## src/rtl/cpu_pkg.sv

```systemverilog
// Shared types and constants for the pipelined RISC-V CPU.
package cpu_pkg;

  localparam int XLEN = 32;
  localparam logic [XLEN-1:0] INSTR_NOP = 32'h0000_0013;

  typedef struct packed {
    logic [XLEN-1:0] pc;
    logic [XLEN-1:0] instr;
  } fetch_entry_t;

endpackage

```

## src/rtl/fetch_fifo.sv

```systemverilog
// Synchronous FIFO of fetch entries with flush; head is visible combinationally.
module fetch_fifo
  import cpu_pkg::*;
#(
  parameter int DEPTH = 4
) (
  input  logic                         clk,
  input  logic                         rst_n,
  input  logic                         push,
  input  fetch_entry_t                 push_data,
  input  logic                         pop,
  input  logic                         flush,
  output fetch_entry_t                 head,
  output logic                         empty,
  output logic [$clog2(DEPTH+1)-1:0]   count
);

  localparam int AW = $clog2(DEPTH);
  localparam int CW = $clog2(DEPTH+1);

  fetch_entry_t   mem [DEPTH];
  logic [AW-1:0]  wr_ptr;
  logic [AW-1:0]  rd_ptr;

  always_ff @(posedge clk) begin
    if (!rst_n || flush) begin
      wr_ptr <= '0;
      rd_ptr <= '0;
      count  <= '0;
    end else begin
      if (push) wr_ptr <= wr_ptr + 1'b1;
      if (pop)  rd_ptr <= rd_ptr + 1'b1;
      count <= count + CW'(push) - CW'(pop);
    end
  end

  always_ff @(posedge clk) begin
    if (push && !flush) mem[wr_ptr] <= push_data;
  end

  assign head  = mem[rd_ptr];
  assign empty = (count == '0);

endmodule

```

## src/rtl/fetch_unit.sv

```systemverilog
// Instruction-fetch stage: owns the PC, issues credit-limited memory requests,
// buffers tagged responses and squashes stale fetches on redirect.
module fetch_unit #(
  parameter int              XLEN     = cpu_pkg::XLEN,
  parameter logic [XLEN-1:0] RESET_PC = '0,
  parameter int              DEPTH    = 4
) (
  input  logic            clk,
  input  logic            rst_n,
  output logic            imem_req_valid,
  input  logic            imem_req_ready,
  output logic [XLEN-1:0] imem_req_addr,
  input  logic            imem_rsp_valid,
  input  logic [XLEN-1:0] imem_rsp_data,
  input  logic            redirect_valid,
  input  logic [XLEN-1:0] redirect_pc,
  output logic            out_valid,
  input  logic            out_ready,
  output logic [XLEN-1:0] out_instr,
  output logic [XLEN-1:0] out_pc
);

  import cpu_pkg::*;

  localparam int CW = $clog2(DEPTH+1);
  typedef logic [CW-1:0] cnt_t;

  logic [XLEN-1:0] pc;
  logic            running;
  cnt_t            discard;
  cnt_t            inflight;
  cnt_t            occupancy;
  logic [CW:0]     credit_used;

  fetch_entry_t    buf_head;
  fetch_entry_t    tag_head;
  logic            buf_empty;
  logic            tag_empty;
  logic            req_fire;
  logic            rsp_owned;
  logic            rsp_keep;
  logic            out_fire;
  logic            unused_tag;

  assign credit_used    = {1'b0, inflight} + {1'b0, occupancy};
  assign imem_req_valid = running && !redirect_valid && (int'(credit_used) < DEPTH);
  assign imem_req_addr  = pc;
  assign req_fire       = imem_req_valid && imem_req_ready;

  // A response belongs to a live request only when no squashed ones are still owed.
  assign rsp_owned = imem_rsp_valid && (discard == '0);
  assign rsp_keep  = rsp_owned && !redirect_valid;

  assign out_valid = !buf_empty && !redirect_valid;
  assign out_fire  = out_valid && out_ready;
  assign out_instr = buf_empty ? '0 : buf_head.instr;
  assign out_pc    = buf_empty ? '0 : buf_head.pc;

  assign unused_tag = ^{tag_head.instr, tag_empty, redirect_pc[1:0]};

  always_ff @(posedge clk) begin
    if (!rst_n) begin
      pc      <= RESET_PC;
      running <= 1'b0;
      discard <= '0;
    end else begin
      running <= 1'b1;
      if (redirect_valid) begin
        pc      <= {redirect_pc[XLEN-1:2], 2'b00};
        discard <= discard + inflight - cnt_t'(imem_rsp_valid);
      end else begin
        if (req_fire) pc <= pc + XLEN'(4);
        if (imem_rsp_valid && (discard != '0)) discard <= discard - 1'b1;
      end
    end
  end

  // The pc-tag queue occupancy is the count of live (unsquashed) in-flight requests.
  fetch_fifo #(
    .DEPTH (DEPTH)
  ) u_tag_q (
    .clk       (clk),
    .rst_n     (rst_n),
    .push      (req_fire),
    .push_data ('{pc: pc, instr: '0}),
    .pop       (rsp_owned),
    .flush     (redirect_valid),
    .head      (tag_head),
    .empty     (tag_empty),
    .count     (inflight)
  );

  fetch_fifo #(
    .DEPTH (DEPTH)
  ) u_buf (
    .clk       (clk),
    .rst_n     (rst_n),
    .push      (rsp_keep),
    .push_data ('{pc: tag_head.pc, instr: imem_rsp_data}),
    .pop       (out_fire),
    .flush     (redirect_valid),
    .head      (buf_head),
    .empty     (buf_empty),
    .count     (occupancy)
  );

endmodule
```

## config.mk

```make
export PLATFORM = sky130hd
export DESIGN_NAME = fetch_unit
export DESIGN_NICKNAME = d
export VERILOG_FILES = /design/src/rtl/cpu_pkg.sv /design/src/rtl/fetch_fifo.sv /design/src/rtl/fetch_unit.sv
export SDC_FILE = /design/constraint.sdc
export NUM_CORES = 1
export LEC_CHECK = 0
export ABC_AREA = 0
export ABC_CLOCK_PERIOD_IN_PS = 3200
export CAP_MARGIN = 5
export CORE_ASPECT_RATIO = 2
export CORE_MARGIN = 5
export CORE_UTILIZATION = 51
export CTS_CLUSTER_DIAMETER = 100
export DETAILED_ROUTE_END_ITERATION = 7
export PLACE_DENSITY = 0.83
export SLEW_MARGIN = 20
export SYNTH_ARGS = -nofsm -noshare
export SYNTH_HDL_FRONTEND = slang
export SYNTH_SLANG_ARGS = --single-unit
```

## constraint.sdc

```tcl
create_clock -name clk -period 3.2 [get_ports clk]
set_clock_uncertainty 0.1 [all_clocks]
set_input_delay 0.48 -clock clk [delete_from_list [all_inputs] [get_ports clk]]
set_output_delay 0.48 -clock clk [all_outputs]
set_load 0.02 [all_outputs]
```

; ---- Word level (Yosys, flattened, before mapping)
; Memories as Yosys holds them, arrays and structs flattened. A register that Yosys moved wholly into a read port is not among the register bits.
; Index checks and enable logic that the tools add are counted.
[word_totals]
ff_bits = 50
ram_bits = 384
input_bits = 70
out_inout_bits = 98
elab_cells = 62
n_memories = 2
[memory_table]
columns = name, depth, width, rd, rd_clocked_by_memory_dff, write_ports, line_no
row1 = u_buf.mem, 4, 64, 1, 1, 1, fetch_fifo.sv:21  ; fetch_entry_t mem [DEPTH];
row2 = u_tag_q.mem, 4, 32, 1, 1, 1, fetch_fifo.sv:21
[classes]
addsub = 13
magnitude_cmp = 1
n_mux = 15
bitwise_logic = 1
reduce_logical = 20
[op_table]
columns = op, n
row1 = 32-bit two-way mux, 4
row2 = "32-bit by 3-bit adder with 32-bit output, second input constant", 1
row3 = 1-bit logical AND, 10
row4 = 3-bit by 1-bit subtractor with 3-bit output, 3
row5 = "2-bit by 1-bit adder with 2-bit output, second input constant", 4
row6 = 2-bit two-way mux, 4
row7 = 3-bit by 1-bit adder with 3-bit output, 2
row8 = 3-bit logical NOT, 2
row9 = 3-bit two-way mux, 2
row10 = 1-bit two-way mux, 5
row11 = 3-bit by 3-bit adder with 4-bit output, 1
row12 = "4-bit by 3-bit < comparator with 1-bit output, second input constant", 1
row13 = 2-bit nonzero test, 2
row14 = 3-bit adder, 1
row15 = 1-bit logical NOT, 3
row16 = 3-bit nonzero test, 1
row17 = "3-bit by 1-bit subtractor with 3-bit output, second input constant", 1
row18 = 2-bit OR reduction, 1
row19 = 1-bit logical OR, 1
row20 = 1-bit NOT, 1

; ---- Longest topological paths before layout
[logic_depth]
depth_word = 7
ltp_mapped = 11
depth_no_buf = 11

; ---- Modules after synthesis
; Synthesis repeated with hierarchy kept, for this count alone.
[hier_totals]
hier_cells = 1106
hier_area_um2 = 22153.7
[modules_own_cells]
columns = module, n_inst, cells_per_inst, area_each_um2, seq_area_each_um2
row1 = fetch_fifo, 2, 380, 9761.9, 7867.5
row2 = fetch_unit, 1, 346, 2630.0, 680.7

; ---- Worst setup path before layout
; OpenSTA, ideal clock, no wires.
[synth_path]
path_kind = reg2reg
from = register discard[0]
to = memory u_buf.mem[0][0] (netlist name), enable pin
setup_time_ns = 0.427
arrival_time_ns = 2.535
required_time_ns = 2.673
setup_slack_ns = 0.138
stages_incl_launch_ff = 6
path_buffers = 1
period_less_slack_ns = 3.062
path_cell_list = dfxtp_1 inv_1 ha_1 and3_1 clkbuf_1 and3_1
[synth_via]
elab_chain_cells = 6
[synth_rtl]
columns = item, line_no
row1 = from (decl), fetch_unit.sv:30  ; cnt_t discard;
row2 = from (signal assigned), fetch_unit.sv:70  ; discard <= discard + inflight - cnt_t'(imem_rsp_valid);
row3 = from (signal assigned), fetch_unit.sv:73  ; if (imem_rsp_valid && (discard != '0)) discard <= discard - 1'b1;
row4 = 3-bit logical NOT, fetch_unit.sv:51  ; assign rsp_owned = imem_rsp_valid && (discard == '0);
row5 = 1-bit logical AND, fetch_unit.sv:51
row6 = named net rsp_owned, fetch_unit.sv:40  ; logic rsp_owned;
row7 = 1-bit logical AND, fetch_unit.sv:52  ; assign rsp_keep = rsp_owned && !redirect_valid;
row8 = 1-bit logical AND, fetch_fifo.sv:38  ; if (push && !flush) mem[wr_ptr] <= push_data;
row9 = 1-bit two-way mux, fetch_fifo.sv:38
row10 = 1-bit two-way mux (not written as such), fetch_fifo.sv:38
row11 = to (decl), fetch_fifo.sv:21
; The timed path passes the listed nets, and every way through them passes these cells.

==> summary.md <==
| Metric | Value |
|---|---|
| Status | `completed` |
| Vias per cell | `5.60` |
| CP Max Fanout | `18` |
| Max-slew violations | `0` |
| Die Y | `266 um` |
| Post-synth EDFFs | `368` |
| PwrDens | `582 nW/um^2` |
| Final Setup Violations | `0` |
| I/O pin total | `168` |
| Leading cell types in the layout, fill and taps excluded | `edfxtp_1, clkdlybuf4s50_1, mux4_2, nor2b_1, dfxtp_1` |
| Multiplexer share of the synthesized area | `13.1%` |
| Yosys top cell by area | `edfxtp_1` |
| Startpoint types | `flip-flop` |
| Iter 0 DRT Violations | `558` |
| Clk root buf | `clkbuf_16` |
| Final period util | `95.6%` |
| CTS sink cnt | `420` |
| Crit-path slowest cell | `clkdlybuf4s50_1` |
| Place WS | `324 ps` |
| Crit-path cells | `buf_12 -> mux4_2 -> nor2b_1 -> clkdlybuf4s50_1` |
| Starting density of the core | `51.6%` |
| WP data required | `2620 ps` |
| Max_slew headroom | `53.5%` |
| Largest net degree at the start of global routing | `64` |
| Xor/xnor share of the synthesized area | `0.734%` |
| CTS max path bufs | `3` |
| Detail Placement HPWL | `21.5 mm` |
| RePlAce Congestion | `0.847` |
| Die Span X | `138 um` |
| Total vias in the final route | `8805` |
| RSZ-0062 raised after global routing | `no` |
| Seq/Total Area, Yosys | `72.4%` |
| Routed Antenna Nets | `0` |
| First-pass detailed-route iteration total | `5` |
| Worst slew pin tran | `697 ps` |
| Later-pin clock latency in the skew report | `530 ps` |
| Share of layout cells above drive strength 1 | `17.8%` |
| Register bit total from synthesis | `420` |
| Synth area leaders | `edfxtp_1, mux4_2, dfxtp_1` |
| CTS tree | `done` |
| Final #Nets | `1213` |
| Post-synthesis compound-gate area fraction | `2.31%` |
| Async SR Flop Fraction | `0%` |
| Share of the synthesized area in the top cell type | `66.2%` |
| Synth Flop Type | `edfxtp_1` |
| Ant diodes | `0` |
| Syn. warnings | `0` |
| Area grow syn2layout | `20.9%` |
| Finished Cell Area | `20200 sq um` |
| IR drop worst, VDD | `522 uV` |
| Leading cell type in the layout, fill and taps excluded | `edfxtp_1` |
| Hold Path Class | `in2reg` |
| GRT Overall Usage | `18.6%` |
| Synth Area in Adders | `1.86%` |
| Vias in the first global route | `9396` |
| Crit path time final | `3060 ps` |
| First-pass GRT wire length | `52.2 mm` |
| Final Hold Viols | `0` |
| Worst setup margin | `140 ps` |
| P_leak | `0.00651 uW` |
| Worst-path clk slew | `70 ps` |
| Core Region | `32300 sq um` |
| Hold_buf cts | `0` |
| # DRC | `0` |
| Placed cell areas | `19000 sq um` |
| Row cnt | `93` |
| Netlist Area Pre-Place | `16700 sq um` |
| Fmax | `0.327 GHz` |
| Main combinational cell family by area after synthesis | `multiplexers` |
| # port buffers | `161` |
| CTS Buf Count | `36` |
| Syn_area_per_cell | `18.1 sq um` |
| Crit path capture type | `output pin` |
| Max Cap Violations | `0` |
| Initial antenna violation count | `0` |
| Critical path arrival | `2480 ps` |
| Syn Inst Count | `925` |
| H-tree depth | `2` |
| Routed WL | `33.2 mm` |
| Count of different cell masters after synthesis | `52` |
| Post-synthesis simple-gate area fraction | `7.72%` |
| Drt wl/cell | `21.1 um` |
| GR Overflow Total | `0` |
| Die Footprint | `36700 sq um` |
| Fin Setup TNS | `0 ps` |
| Final core utilization | `62.4%` |
| Max incr delay on CP | `620 ps` |
| Class of the most critical setup path | `reg2out` |
-- registers in the layout (all words and copies together) (netlist names), 3 cells and up, named ones only --
signal and flops:
u_buf.count 3, discard 3, u_tag_q.mem 120, u_tag_q.count 3, imem_req_addr 30, u_buf.mem 248
-- cells by family (layout without fill, tap and decap cells) --
kind of cell | after synthesis | count (layout)
other | 1 | 4
AND/OR/NAND/NOR | 229 | 229
flip-flops | 420 | 420
XOR/XNOR | 14 | 14
multiplexers | 103 | 103
buffers and inverters | 74 | 290
adder cells (fa/ha/maj) | 23 | 23
AO/OA/AOI/OAI | 61 | 61
-- layout make-up --
type	instances	area (sq um)
flip-flops and latches	420	12100
clock inverters	18	176
well taps	427	534
inverters	26	97.6
clock buffers	44	952
fillers	2351	12200
repair buffers	202	2010
multi-input cells	434	4320
-- worst paths after layout --
| kind | startpoint | end | slack, ps | cells after the start |
|---|---|---|---|---|
| worst max-delay path | flip-flop | out_pc[11] | 140 | 4 |
| worst max register to register | u_buf.count[2]$_SDFF_PP0_ | imem_req_addr[25]$_SDFFE_PN0P_ | 660 | 8 |
| worst min register to register | u_tag_q.wr_ptr[1]$_SDFFE_PP0N_ | u_tag_q.wr_ptr[1]$_SDFFE_PP0N_ | 430 | 2 |
| worst min-delay path | redirect_pc[14] | imem_req_addr[14]$_SDFFE_PN0P_ | 400 | 3 |
-- timing repair --
action | CTS | global route
gates resized for setup | 2 | 0
endpoints found under the setup margin | 34 | 0
setup buffers | 3 | 0
-- synthesized netlist by cell type (11+ instances only) --
master	n
a21oi_1	21
and3_1	16
buf_2	13
clkbuf_1	30
dfxtp_1	52
edfxtp_1	368
ha_1	20
inv_1	24
mux4_2	92
nand2_1	39
nand3_1	28
nand4_1	11
nor2_1	39
nor2b_1	64
-- routing by layer --
layer  wire length [um]  vias to the layer above  global-route usage [%]
li1                   -                     4011                       -
met1              11900                     4481                    21.2
met2              18900                      260                    34.8
met3               1530                       53                    2.82
met4                908                        0                    6.31
met5                  0                        -                       0
-- power breakdown --
group	total [uW]	internal (uW)	switching, uW
logic	1210	595	619
registers	6320	6200	120
clock network	4220	2370	1850
total	11800	9170	2590
-- through the flow --
step	power (uW)	cells	hold WS, ps
floorplan	7150	928	369
global placement	7620	1506	378
detailed placement	7670	1506	409
CTS	11900	1571	378
global route	12200	1571	412
finish	11800	1571	402
-- critical path, delay by kind of cell (launching register included) --
family / cells / cell delay [ps]
buffers and inverters: 2 / 840
multiplexers: 1 / 520
flip-flops: 1 / 440
AND/OR/NAND/NOR: 1 / 140
Power figures use the tool's default switching activity.
